### src/rtl/iiitb_brg_prog.sv
// Programmable UART baud-rate generator.
//
// Produces an oversample tick (OVS per bit), a one-per-bit baud tick and a
// 50%-duty square wave at the baud rate. Seven preset rates are derived from
// CLK_HZ when the design is built. sel = 3'b111 selects a run-time divisor
// taken from div_in.
//
// Ports:
//   clk        system clock, rising-edge active
//   reset      asynchronous, active-high
//   en         generator enable; low clears the counters and silences outputs
//   sel        rate select (000..110 presets, 111 = div_in)
//   div_in     programmable divisor, clamped to a minimum of 2
//   ovs_tick   one-cycle pulse at OVS x baud
//   baud_tick  one-cycle pulse once per bit period
//   clkout     registered square wave at the baud rate
//   cfg_ack    one-cycle pulse in the cycle after a new configuration takes effect
//
// A new rate request is held pending and only swapped in on a bit boundary
// (or immediately while disabled), so a bit period is never cut short or
// stretched.

module iiitb_brg_prog #(
  parameter int unsigned CLK_HZ = 125000000,
  parameter int unsigned OVS    = 16,
  parameter int unsigned CNT_W  = 16
) (
  input  logic             clk,
  input  logic             reset,
  input  logic             en,
  input  logic [2:0]       sel,
  input  logic [CNT_W-1:0] div_in,
  output logic             ovs_tick,
  output logic             baud_tick,
  output logic             clkout,
  output logic             cfg_ack
);

  localparam int unsigned PhW = (OVS > 1) ? $clog2(OVS) : 1;

  localparam logic [PhW-1:0] PhLast = PhW'(OVS - 1);
  localparam logic [PhW-1:0] PhHalf = PhW'(OVS / 2);

  localparam logic [2:0] SelProg = 3'b111;

  // Rounded divisor: (CLK_HZ + baud*OVS/2) / (baud*OVS), never below 2.
  function automatic logic [CNT_W-1:0] calc_div(input longint unsigned baud);
    longint unsigned clk_hz;
    longint unsigned ovs;
    longint unsigned den;
    longint unsigned quo;
    clk_hz = 64'(CLK_HZ);
    ovs    = 64'(OVS);
    den    = baud * ovs;
    quo    = (clk_hz + den / 64'd2) / den;
    if (quo < 64'd2) begin
      quo = 64'd2;
    end
    return quo[CNT_W-1:0];
  endfunction

  localparam logic [CNT_W-1:0] Div115200 = calc_div(64'd115200);
  localparam logic [CNT_W-1:0] Div57600  = calc_div(64'd57600);
  localparam logic [CNT_W-1:0] Div38400  = calc_div(64'd38400);
  localparam logic [CNT_W-1:0] Div19200  = calc_div(64'd19200);
  localparam logic [CNT_W-1:0] Div9600   = calc_div(64'd9600);
  localparam logic [CNT_W-1:0] Div4800   = calc_div(64'd4800);
  localparam logic [CNT_W-1:0] Div2400   = calc_div(64'd2400);

  localparam logic [CNT_W-1:0] DivMin = CNT_W'(2);

  // Active configuration and counters.
  logic [2:0]       sel_act_q, sel_act_d;
  logic [CNT_W-1:0] div_act_q, div_act_d;
  logic [CNT_W-1:0] ocnt_q, ocnt_d;
  logic [PhW-1:0]   ph_q, ph_d;
  logic             clkout_q, clkout_d;
  logic             cfg_ack_q, cfg_ack_d;

  logic [CNT_W-1:0] req_div;
  logic [CNT_W-1:0] div_last;
  logic             pending;
  logic             apply;

  // Divisor the current inputs are asking for.
  always_comb begin
    req_div = Div115200;
    case (sel)
      3'b000:  req_div = Div115200;
      3'b001:  req_div = Div57600;
      3'b010:  req_div = Div38400;
      3'b011:  req_div = Div19200;
      3'b100:  req_div = Div9600;
      3'b101:  req_div = Div4800;
      3'b110:  req_div = Div2400;
      default: req_div = (div_in < DivMin) ? DivMin : div_in;
    endcase
  end

  // For a preset sel the divisor is fixed, so the divisor compare only ever
  // fires on its own for sel = 111 with a changed div_in.
  assign pending = (sel != sel_act_q) || (sel == SelProg && req_div != div_act_q);

  // div_act is always >= 2, so this never underflows.
  assign div_last  = div_act_q - CNT_W'(1);
  assign ovs_tick  = en && (ocnt_q == div_last);
  assign baud_tick = ovs_tick && (ph_q == PhLast);

  // Swap only on a bit boundary while running; immediately while disabled.
  assign apply = pending && (!en || baud_tick);

  always_comb begin
    ocnt_d    = ocnt_q;
    ph_d      = ph_q;
    sel_act_d = sel_act_q;
    div_act_d = div_act_q;
    cfg_ack_d = apply;

    if (!en) begin
      ocnt_d = '0;
      ph_d   = '0;
    end else if (ovs_tick) begin
      ocnt_d = '0;
      ph_d   = (ph_q == PhLast) ? '0 : ph_q + PhW'(1);
    end else begin
      ocnt_d = ocnt_q + CNT_W'(1);
    end

    if (apply) begin
      sel_act_d = sel;
      div_act_d = req_div;
    end

    // Follows the phase being entered so clkout rises together with the wrap.
    clkout_d = en && (ph_d < PhHalf);
  end

  always_ff @(posedge clk or posedge reset) begin
    if (reset) begin
      sel_act_q <= 3'b000;
      div_act_q <= Div115200;
      ocnt_q    <= '0;
      ph_q      <= '0;
      clkout_q  <= 1'b0;
      cfg_ack_q <= 1'b0;
    end else begin
      sel_act_q <= sel_act_d;
      div_act_q <= div_act_d;
      ocnt_q    <= ocnt_d;
      ph_q      <= ph_d;
      clkout_q  <= clkout_d;
      cfg_ack_q <= cfg_ack_d;
    end
  end

  assign clkout  = clkout_q;
  assign cfg_ack = cfg_ack_q;

endmodule

### config.mk
export PLATFORM = sky130hd
export DESIGN_NAME = iiitb_brg_prog
export DESIGN_NICKNAME = d
export VERILOG_FILES = /design/src/rtl/iiitb_brg_prog.sv
export SDC_FILE = /design/constraint.sdc
export NUM_CORES = 1
export LEC_CHECK = 0
export BUFFER_PORTS_ARGS = -buffer_cell sky130_fd_sc_hd__clkbuf_2
export CORE_AREA = 2 2 80 82
export DETAILED_ROUTE_END_ITERATION = 10
export DIE_AREA = 0 0 82 84
export PLACE_DENSITY = 0.83
export REMOVE_ABC_BUFFERS = 1
export SLEW_MARGIN = 20
export SYNTH_ARGS = -nofsm -noshare
export SYNTH_HDL_FRONTEND = slang
export SYNTH_SLANG_ARGS = --single-unit
export TNS_END_PERCENT = 20
### constraint.sdc
create_clock -name clk -period 2.75 [get_ports clk]
set_input_delay 0.1375 -clock clk [delete_from_list [all_inputs] [get_ports clk]]
set_output_delay 0.1375 -clock clk [all_outputs]
set_load 0.02 [all_outputs]
==> flow_metrics.py, run 1 <==
metrics = {
    "sta": {
        "slew_violations": 0,
        "hold_viol": 0,
        "finalSetupViolations": 21,
        "post-route-min-period_ns": 2.94,
        "layout_setup_ws_ns": -0.190,
        "tightest_slew_ns": 0.667,
        "rsz0062_at_grt": "true",
        "period_share_pct": 107,
        "fin_skew_ns": 0.00677,
        "fmax_mhz": 340,
        "relSlewSlack_pct": 55.5,
    },
    "setup_path": {
        "crit_path_end_kind": "register",
        "rrSetupSlack_ns": -0.19,
        "rr_worst_depth": 8,
        "critPathKind": "reg -> reg",
        "cp.required_ns": 2.93,
        "arrival_ns": 3.12,
        "critPathLaunchType": "register",
        "crit_fanout": 8,
    },
    "global_routing": {
        "grt_overflow": 0,
        "grt_pass1_vias": 3043,
        "grt_max_degree": 26,
        "antenna_found_initial": 0,
        "grt_pass1_wl_um": 14300,
        "grt_use_total_pct": 26.7,
    },
    "pwr": {
        "vdd_ir_drop_max_uv": 367,
        "leakagePower_nw": 1.72,
        "powerDensity_mw_per_mm2": 552,
    },
    "run_status": {
        "violations": "setup timing",
        "status": "complete, but fails checks",
    },
    "worst_hold_path": {
        "hp-class": "in -> reg",
        "holdPathStages": 3,
    },
    "place": {
        "numPortBuffers": 25,
        "place_congestion": 0.979,
        "dp_hpwl_um": 6600,
        "post-place-ws_ns": -0.316,
        "placed_cells": 497,
    },
    "clock_network": {
        "clk_pin_slew_worst_paths_ns": 0.08,
        "root_buffer": "clkbuf_8",
        "cts_sinks": 41,
        "cts_buffers": 5,
        "cts_tree": "yes",
        "htreeDepth": 2,
        "clockBufferDepth": 2,
        "clock_latency_ns": 0.30,
    },
    "detailed_routing": {
        "dr.pass1.iters": 7,
        "top_layer_used": "met4",
        "routed_wirelength_um": 8600,
        "remaining_drc_errors": 0,
        "wl_met3_um": 535,
        "drt.antenna.violating_nets": 0,
        "vias_per_cell": 5.98,
        "drtIter0Drc": 201,
        "wl_met1_um": 3480,
        "num_vias": 3039,
        "wl_per_cell_um": 16.9,
        "wl_met2_um": 4340,
    },
    "cells_and_area": {
        "drive_gt1_share_pct": 27.6,
        "layout_commonest_cell": "buf_4",
        "fin_cells": 508,
        "fin_nets": 455,
        "most-common-layout-cells": "buf_4 (45), dfrtp_1 (39), nor2_1 (38)",
        "antennaDiodeCount": 0,
        "synthToLayoutAreaGrowth_pct": 20.7,
    },
    "die": {
        "pin_count": 26,
        "die_h_um": 84,
        "core_sq_mm": 0.00610,
        "die-area_sq_mm": 0.00689,
        "rows": 29,
        "start_util_pct": 53.2,
        "die_w_um": 82,
    },
    "synthesis": {
        "synth-simple-area-share_pct": 24.7,
        "synth.avg_cell_area_sq_um": 8.77,
        "synthAdderAreaFrac_pct": 1.16,
        "synth_cell_types": 65,
        "synth_edf_count": 0,
        "syn_area_sq_mm": 0.00325,
        "synth-main-ff-cell": "dfrtp_1",
        "yosysSeqAreaShare_pct": 31.7,
        "synth_compound_area_share_pct": 14.8,
        "synth_top_family_by_area": "simple AND/OR/NAND/NOR gates",
        "yosys_register_bits": 41,
        "synthCells": 370,
        "yosys_warnings": 0,
        "synth_xor_area_share_pct": 12.1,
        "synthArstFlopShare_pct": 100,
        "synthMuxAreaShare_pct": 8.64,
    },
    "flow_run": {
        "maxCapViolations": 0,
    },
}
metrics by stage:
| step | power, mW | TNS, ns | hold slack, ns | cell area (sq um) | util, % |
|---|---|---|---|---|---|
| 4_1_cts | 2.14 | -2.86 | 0.120 | 3890 | 63.8 |
| 6_report | 2.16 | -3.23 | 0.127 | 3920 | 64.2 |
| 3_5_place_dp | 1.61 | -5.69 | 0.238 | 3690 | 60.6 |
| 2_1_floorplan | 1.25 | -26.37 | 0.275 | 3090 | - |
| 3_3_place_gp | 1.59 | -3.47 | 0.219 | 3690 | 60.6 |
| 5_1_grt | 2.27 | -5.48 | 0.143 | 3920 | 64.2 |
final cells by class:
class / instances / area [sq um]
timing repair buffer: 76 / 547
fill: 489 / 2180
multi-input combinational: 287 / 2060
inverter: 19 / 71.3
sequential: 41 / 1030
clock inverter: 1 / 30.0
clock buffer: 7 / 86.3
tap: 77 / 96.3
synthesized netlist by cell type (all sizes together) (2+ instances only):
cell type  number  area [sq um]
a31oi           9          56.3
or3             5          32.5
buf            14           110
nor2           38           143
nor3           10          50.1
and2b           2          16.3
and3            7          43.8
o21a            2          15.0
nand3b          2          15.0
nor4           11          75.1
dfrtp          39           976
a211oi          4          35.0
o31ai           2          15.0
a21oi          13          65.1
a21bo           2          20.0
nand3          15          75.1
mux2i          10           100
inv            18          67.6
nand2b          5          31.3
o21ba           2          20.0
o32ai           2          17.5
o22ai           7          43.8
nand4           3          18.8
and2            4          26.3
nand2          24          90.1
mux2           12           180
dfstp           2          52.6
nor2b           8          50.1
xor2           16           140
o21ai          12          60.1
or4             4          37.5
and3b           3          26.3
o32a            2          20.0
nor3b           2          15.0
ha              3          37.5
nor4bb          2          20.0
a21boi          3          22.5
xnor2          28           253
clkbuf          9          45.0
path summary, 6_finish.rpt:
kind / startpoint / end
max in group asynchronous: reset / div_act_q[2]$_DFFE_PP1P_
worst min register to register: ocnt_q[0]$_DFF_PP0_ / ocnt_q[0]$_DFF_PP0_
worst max register to register: div_act_q[2]$_DFFE_PP1P_ / div_act_q[9]$_DFFE_PP0P_
worst max-delay path: div_act_q[2]$_DFFE_PP1P_ / div_act_q[9]$_DFFE_PP0P_
min in group asynchronous: reset / ocnt_q[3]$_DFF_PP0_
worst min-delay path: div_in[13] / div_act_q[13]$_DFFE_PP0P_
metal layers:
layer / GRT usage (%) / up-vias
met5: 0 / -
met4: 8.79 / 0
met3: 4.87 / 31
met2: 46.1 / 127
met1: 32.8 / 1451
li1: - / 1430
worst max-delay path: stages (launching register included):
cell       delay, ns
dfstp_2         0.37
or4_4           0.55
or4_4           0.44
xnor2_2         0.14
o2111ai_2       0.14
o41a_1          0.45
a211oi_4        0.22
buf_6           0.19
mux2_4          0.32
kinds of logic (layout without fill, tap and decap cells):
kind of cell,count (synthesis),in the layout
AO/OA/AOI/OAI,69,69
XOR/XNOR,44,44
adder cells (fa/ha/maj),3,3
buffers and inverters,42,103
flip-flops,41,41
multiplexers,22,22
AND/OR/NAND/NOR,149,149
what timing repair did:
action	CTS	global route
hold buffers	1	0
endpoints found under the setup margin	27	24
endpoints found under the hold margin	16	0
pin swaps	4	0
setup buffers	2	0
resized for setup	13	6
gates cloned	0	0
where the power goes:
| group | leakage (nW) | internal [mW] | switching [mW] | total, mW |
|---|---|---|---|---|
| Sequential | 0.534 | 0.675 | 0.0565 | 0.731 |
| Combinational | 1.12 | 0.456 | 0.477 | 0.933 |
| Clock | 0.0585 | 0.296 | 0.202 | 0.498 |
state kept, by name, summed over array words and instances, names as in the netlist:
register   count
sel_act_q      3
ph_q           4
cfg_ack        1
clkout         1
ocnt_q        16
div_act_q     16
Note: power is estimated with default switching activity, not from simulation.
==> run 2: changes to the inputs <==
- BUFFER_PORTS_ARGS: -buffer_cell sky130_fd_sc_hd__clkbuf_2 -> -buffer_cell sky130_fd_sc_hd__buf_2
==> run 2 against run 1 <==
  * The run still ends with setup timing left
  * Clock skew is 0.00055 ns lower
  * Die area stayed put
  * Hold slack hardly changed
  * Fmax is 5.8% lower
  * First-iteration DRC count is 11% lower
  * Critical path type is now reg -> out
==> flow_metrics.py, run 2 (same netlist as run 1, synthesis figures left out) <==
metrics = {
    "cells_and_area": {
        "fillers": 487,
        "drive_gt1_share_pct": 27.9,
        "synthToLayoutAreaGrowth_pct": 19.5,
        "top_regs": "div_act_q: 16 flops, ocnt_q: 16 flops, ph_q: 4 flops",
        "multi_input_area_sq_mm": 0.00206,
        "layout_commonest_cell": "buf_4",
        "seqCellArea_sq_mm": 0.00103,
        "fin_nets": 454,
        "antennaDiodeCount": 0,
        "most-common-layout-cells": "buf_4 (46), dfrtp_1 (39), nor2_1 (38)",
        "final_util_pct": 63.6,
    },
    "setup_path": {
        "arrival_ns": 2.98,
        "critPathKind": "reg -> out",
        "crit_fanout": 3,
        "crit_path_end_kind": "primary output",
        "cp.required_ns": 2.61,
        "critPathLaunchType": "register",
        "rr_worst_depth": 9,
    },
    "sta": {
        "period_share_pct": 114,
        "layout_setup_ws_ns": -0.371,
        "fin_skew_ns": 0.00622,
        "tightest_slew_ns": 0.495,
        "tns_ns": -6.67,
        "slew_violations": 0,
        "post-route-min-period_ns": 3.12,
        "worst_hold_slack_ns": 0.128,
        "rsz0062_at_grt": "true",
        "finalSetupViolations": 42,
        "relSlewSlack_pct": 66.5,
        "fmax_mhz": 320,
        "hold_viol": 0,
    },
    "pwr": {
        "powerDensity_mw_per_mm2": 530,
        "total_power_mw": 2.06,
        "leakagePower_nw": 1.68,
        "vdd_ir_drop_max_uv": 233,
    },
    "clock_network": {
        "cts_tree": "yes",
        "cts_buffers": 5,
        "clock_latency_ns": 0.29,
        "htreeDepth": 2,
        "clockBufferDepth": 2,
        "clk_pin_slew_worst_paths_ns": 0.08,
        "root_buffer": "clkbuf_8",
        "cts_sinks": 41,
    },
    "place": {
        "dp_hpwl_um": 6130,
        "post-place-ws_ns": -0.354,
        "place_congestion": 0.975,
        "numPortBuffers": 25,
    },
    "die": {
        "die_w_um": 82,
        "start_util_pct": 53.2,
        "die-area_sq_mm": 0.00689,
        "pin_count": 26,
        "die_h_um": 84,
        "rows": 29,
        "core_sq_mm": 0.00610,
    },
    "global_routing": {
        "grt_pass1_vias": 2896,
        "antenna_found_initial": 0,
        "grt_overflow": 0,
        "grt_max_degree": 42,
        "grt_pass1_wl_um": 14000,
        "grt_use_total_pct": 26.1,
    },
    "run_status": {
        "violations": "setup timing",
        "status": "complete, but fails checks",
    },
    "detailed_routing": {
        "remaining_drc_errors": 0,
        "routed_wirelength_um": 8370,
        "drt.antenna.violating_nets": 0,
        "wl_per_cell_um": 16.5,
        "drtIter0Drc": 179,
        "num_vias": 2992,
        "vias_per_cell": 5.90,
        "dr.pass1.iters": 4,
    },
    "flow_run": {
        "maxCapViolations": 0,
    },
    "worst_hold_path": {
        "hp-class": "in -> reg",
        "holdPathStages": 3,
    },
}
[run 2: area by class of cell]
| cell class | count | area share [%] |
|---|---|---|
| Tap cell | 77 | 2.48 |
| Timing Repair Buffer | 75 | 13.8 |
| Sequential cell | 41 | 26.5 |
| Clock inverter | 3 | 0.580 |
| Clock buffer | 5 | 1.77 |
| Multi-Input combinational cell | 287 | 53.0 |
| Inverter | 19 | 1.84 |
[run 2: metrics by stage]
stage,instances,area (sq um)
2_1_floorplan,347,3090
6_report,507,3880
3_3_place_gp,495,3680
5_1_grt,507,3880
3_5_place_dp,495,3680
4_1_cts,507,3850
[run 2: path summary, 6_finish.rpt]
check,slack [ns],start,endpoint
max,-0.37,div_act_q[3]$_DFFE_PP0P_,baud_tick
min,0.13,div_in[14],div_act_q[14]$_DFFE_PP0P_
max reg2reg,-0.29,div_act_q[3]$_DFFE_PP0P_,div_act_q[6]$_DFFE_PP1P_
min reg2reg,0.55,sel_act_q[1]$_DFFE_PP0P_,sel_act_q[1]$_DFFE_PP0P_
max in group asynchronous,1.89,reset,div_act_q[2]$_DFFE_PP1P_
min in group asynchronous,0.48,reset,ocnt_q[2]$_DFF_PP0_
[run 2: worst max-delay path, stage by stage, from the launching register on]
cell,delay [ns]
dfrtp_1,0.40
or4_4,0.54
or4_4,0.45
xnor2_2,0.15
o2111ai_2,0.15
buf_4,0.18
nor4_4,0.34
and2_4,0.21
nor2b_2,0.13
buf_4,0.14
[run 2: metal layers]
| metal | wire, um | vias to the layer above | global-route usage [%] |
|---|---|---|---|
| met1 | 3520 | 1414 | 32.6 |
| met5 | 0 | - | 0 |
| met4 | 408 | 0 | 13.2 |
| li1 | - | 1433 | - |
| met2 | 4130 | 101 | 42.6 |
| met3 | 314 | 44 | 4.33 |
[run 2: repair_timing]
action / in CTS / in global routing
endpoints found under the setup margin: 42 / 42
pin swaps: 3 / 3
hold buffers: 1 / 0
hold endpoints to repair: 39 / 0
buffers inserted: 3 / 0
gates resized for setup: 11 / 7
[run 2: power breakdown]
| part | switching (mW) | total, mW | internal [mW] |
|---|---|---|---|
| clock | 0.218 | 0.396 | 0.178 |
| combinational | 0.479 | 0.927 | 0.449 |
| sequential | 0.0602 | 0.735 | 0.675 |
==> run 3: changes to the inputs <==
- CORE_AREA: 2 2 80 82 -> 2 2 72 91
- DIE_AREA: 0 0 82 84 -> 0 0 74 93
==> run 3 against run 2 <==
  * The run still ends with setup timing left
  * Global-route usage about the same
  * Wire length down 1.9%
  * Cell count up 0.79%
  * Sequential power down 1%
  * Utilization up 0.092 points
  * Flip-flop and latch count unchanged
  * Non-clock buffer count down 4
  * Via count up 0.97%
  * Count of clock-buffer cells in the layout up 2
  * Combinational power down 2%
  * Total power up 3.6%
==> flow_metrics.py, run 3 (same netlist as run 1, synthesis figures left out) <==
metrics = {
    "run_status": {
        "status": "complete, but fails checks",
        "violations": "setup timing",
    },
    "setup_path": {
        "cp.required_ns": 2.93,
        "crit_fanout": 9,
        "cp_common_cell": "or4_4",
        "worst-path-buf-inv": 1,
        "arrival_ns": 3.12,
        "critPathKind": "reg -> reg",
        "crit_path_end_kind": "register",
        "slowest_stage": "or4_4",
        "critPathLaunchType": "register",
        "critical_path.cell_chain": "or4_4 > or4_4 > xnor2_2 > o2111ai_1 > o41a_1 > a211oi_4 > buf_6 > mux2_4",
        "critical_path.top_delay_family": "simple AND/OR/NAND/NOR gates",
        "cpPeakStageDelay_ns": 0.56,
        "rrSetupSlack_ns": -0.18,
    },
    "die": {
        "start_util_pct": 53.7,
        "rows": 32,
        "die-area_sq_mm": 0.00688,
        "core_sq_mm": 0.00605,
        "die_h_um": 93,
        "pin_count": 26,
        "die_w_um": 74,
    },
    "cells_and_area": {
        "fin_nets": 450,
        "synthToLayoutAreaGrowth_pct": 18.7,
        "drive_gt1_share_pct": 25.8,
        "most-common-layout-cells": "buf_4 (43), dfrtp_1 (39), nor2_1 (38)",
        "top_regs": "div_act_q: 16 flops, ocnt_q: 16 flops, ph_q: 4 flops",
        "fillers": 474,
        "antennaDiodeCount": 0,
        "final_util_pct": 63.7,
        "layout_commonest_cell": "buf_4",
    },
    "clock_network": {
        "cts_tree": "yes",
        "clockBufferDepth": 2,
        "htreeDepth": 2,
        "cts_sinks": 41,
        "clk_pin_slew_worst_paths_ns": 0.07,
        "clock_latency_ns": 0.29,
        "root_buffer": "clkbuf_8",
        "cts_buffers": 5,
    },
    "worst_hold_path": {
        "hp-class": "in -> reg",
    },
    "sta": {
        "post-route-min-period_ns": 2.93,
        "fin_skew_ns": 0.00614,
        "slew_violations": 0,
        "fmax_mhz": 341,
        "layout_setup_ws_ns": -0.184,
        "rsz0062_at_grt": "true",
        "period_share_pct": 107,
        "worst_hold_slack_ns": 0.135,
        "relSlewSlack_pct": 64.8,
        "finalSetupViolations": 21,
        "tightest_slew_ns": 0.523,
        "tns_ns": -3.23,
        "hold_viol": 0,
    },
    "detailed_routing": {
        "remaining_drc_errors": 0,
        "wl_per_cell_um": 16.1,
        "drt.antenna.violating_nets": 0,
        "routed_wirelength_um": 8210,
        "drtIter0Drc": 170,
        "vias_per_cell": 5.91,
        "dr.pass1.iters": 4,
        "num_vias": 3021,
    },
    "place": {
        "place_congestion": 0.999,
        "dp_hpwl_um": 6170,
        "post-place-ws_ns": -0.253,
        "numPortBuffers": 25,
    },
    "global_routing": {
        "grt_pass1_wl_um": 13800,
        "antenna_found_initial": 0,
        "grt_pass1_vias": 3084,
        "grt_overflow": 0,
        "grt_max_degree": 42,
        "grt_use_total_pct": 26.1,
    },
    "pwr": {
        "leakagePower_nw": 1.68,
        "vdd_ir_drop_max_uv": 291,
        "total_power_mw": 2.13,
        "powerDensity_mw_per_mm2": 553,
    },
    "flow_run": {
        "maxCapViolations": 0,
    },
}
[run 3: tightest hold or removal path: stages]
cell and delay, ns:
buf_2 0.13, nand2_1 0.06, mux2i_1 0.06
[run 3: path summary, 6_finish.rpt]
path                                          start                         to  depth (start not counted)
max                        div_act_q[3]$_DFFE_PP0P_   sel_act_q[0]$_DFFE_PP0P_                          8
min                                      div_in[13]  div_act_q[13]$_DFFE_PP0P_                          3
max reg2reg                div_act_q[3]$_DFFE_PP0P_   sel_act_q[0]$_DFFE_PP0P_                          8
min reg2reg                sel_act_q[2]$_DFFE_PP0P_   sel_act_q[2]$_DFFE_PP0P_                          1
max in group asynchronous                     reset   div_act_q[6]$_DFFE_PP1P_                          4
min in group asynchronous                     reset        ph_q[0]$_DFFE_PP0P_                          4
[run 3: layout make-up]
class,instances,area (sq um),area share (%)
multi-input combinational,287,2030,52.7
timing repair buffer,71,502,13.0
clock inverter,1,30.0,0.779
inverter,19,71.3,1.85
sequential,41,1030,26.7
tap,85,106,2.76
clock buffer,7,86.3,2.24
[run 3: per-layer routing]
layer / wire length, um / share of wire, % / GRT usage (%) / vias up
met5: 0 / 0 / 0 / -
li1: - / - / - / 1422
met2: 4260 / 52 / 45.4 / 113
met1: 3180 / 39 / 28.7 / 1448
met3: 293 / 3.6 / 3.99 / 38
met4: 467 / 5.7 / 16.7 / 0
[run 3: timing repair]
action / in CTS / in global routing
endpoints found under the hold margin: 39 / 0
resized for setup: 8 / 2
hold buffers: 1 / 0
endpoints found under the setup margin: 22 / 21
buffers inserted: 0 / 0
pin swaps: 3 / 0
[run 3: where the power goes]
group / switching [mW] / total [mW] / internal [mW]
sequential: 0.0526 / 0.727 / 0.675
clock: 0.198 / 0.494 / 0.296
combinational: 0.471 / 0.910 / 0.439
total: 0.721 / 2.13 / 1.41
[run 3: per-stage QoR]
stage / cell area (sq um) / instances
4_1_cts: 3840 / 511
3_5_place_dp: 3680 / 502
6_report: 3850 / 511
2_1_floorplan: 3090 / 347
3_3_place_gp: 3680 / 502
5_1_grt: 3850 / 511
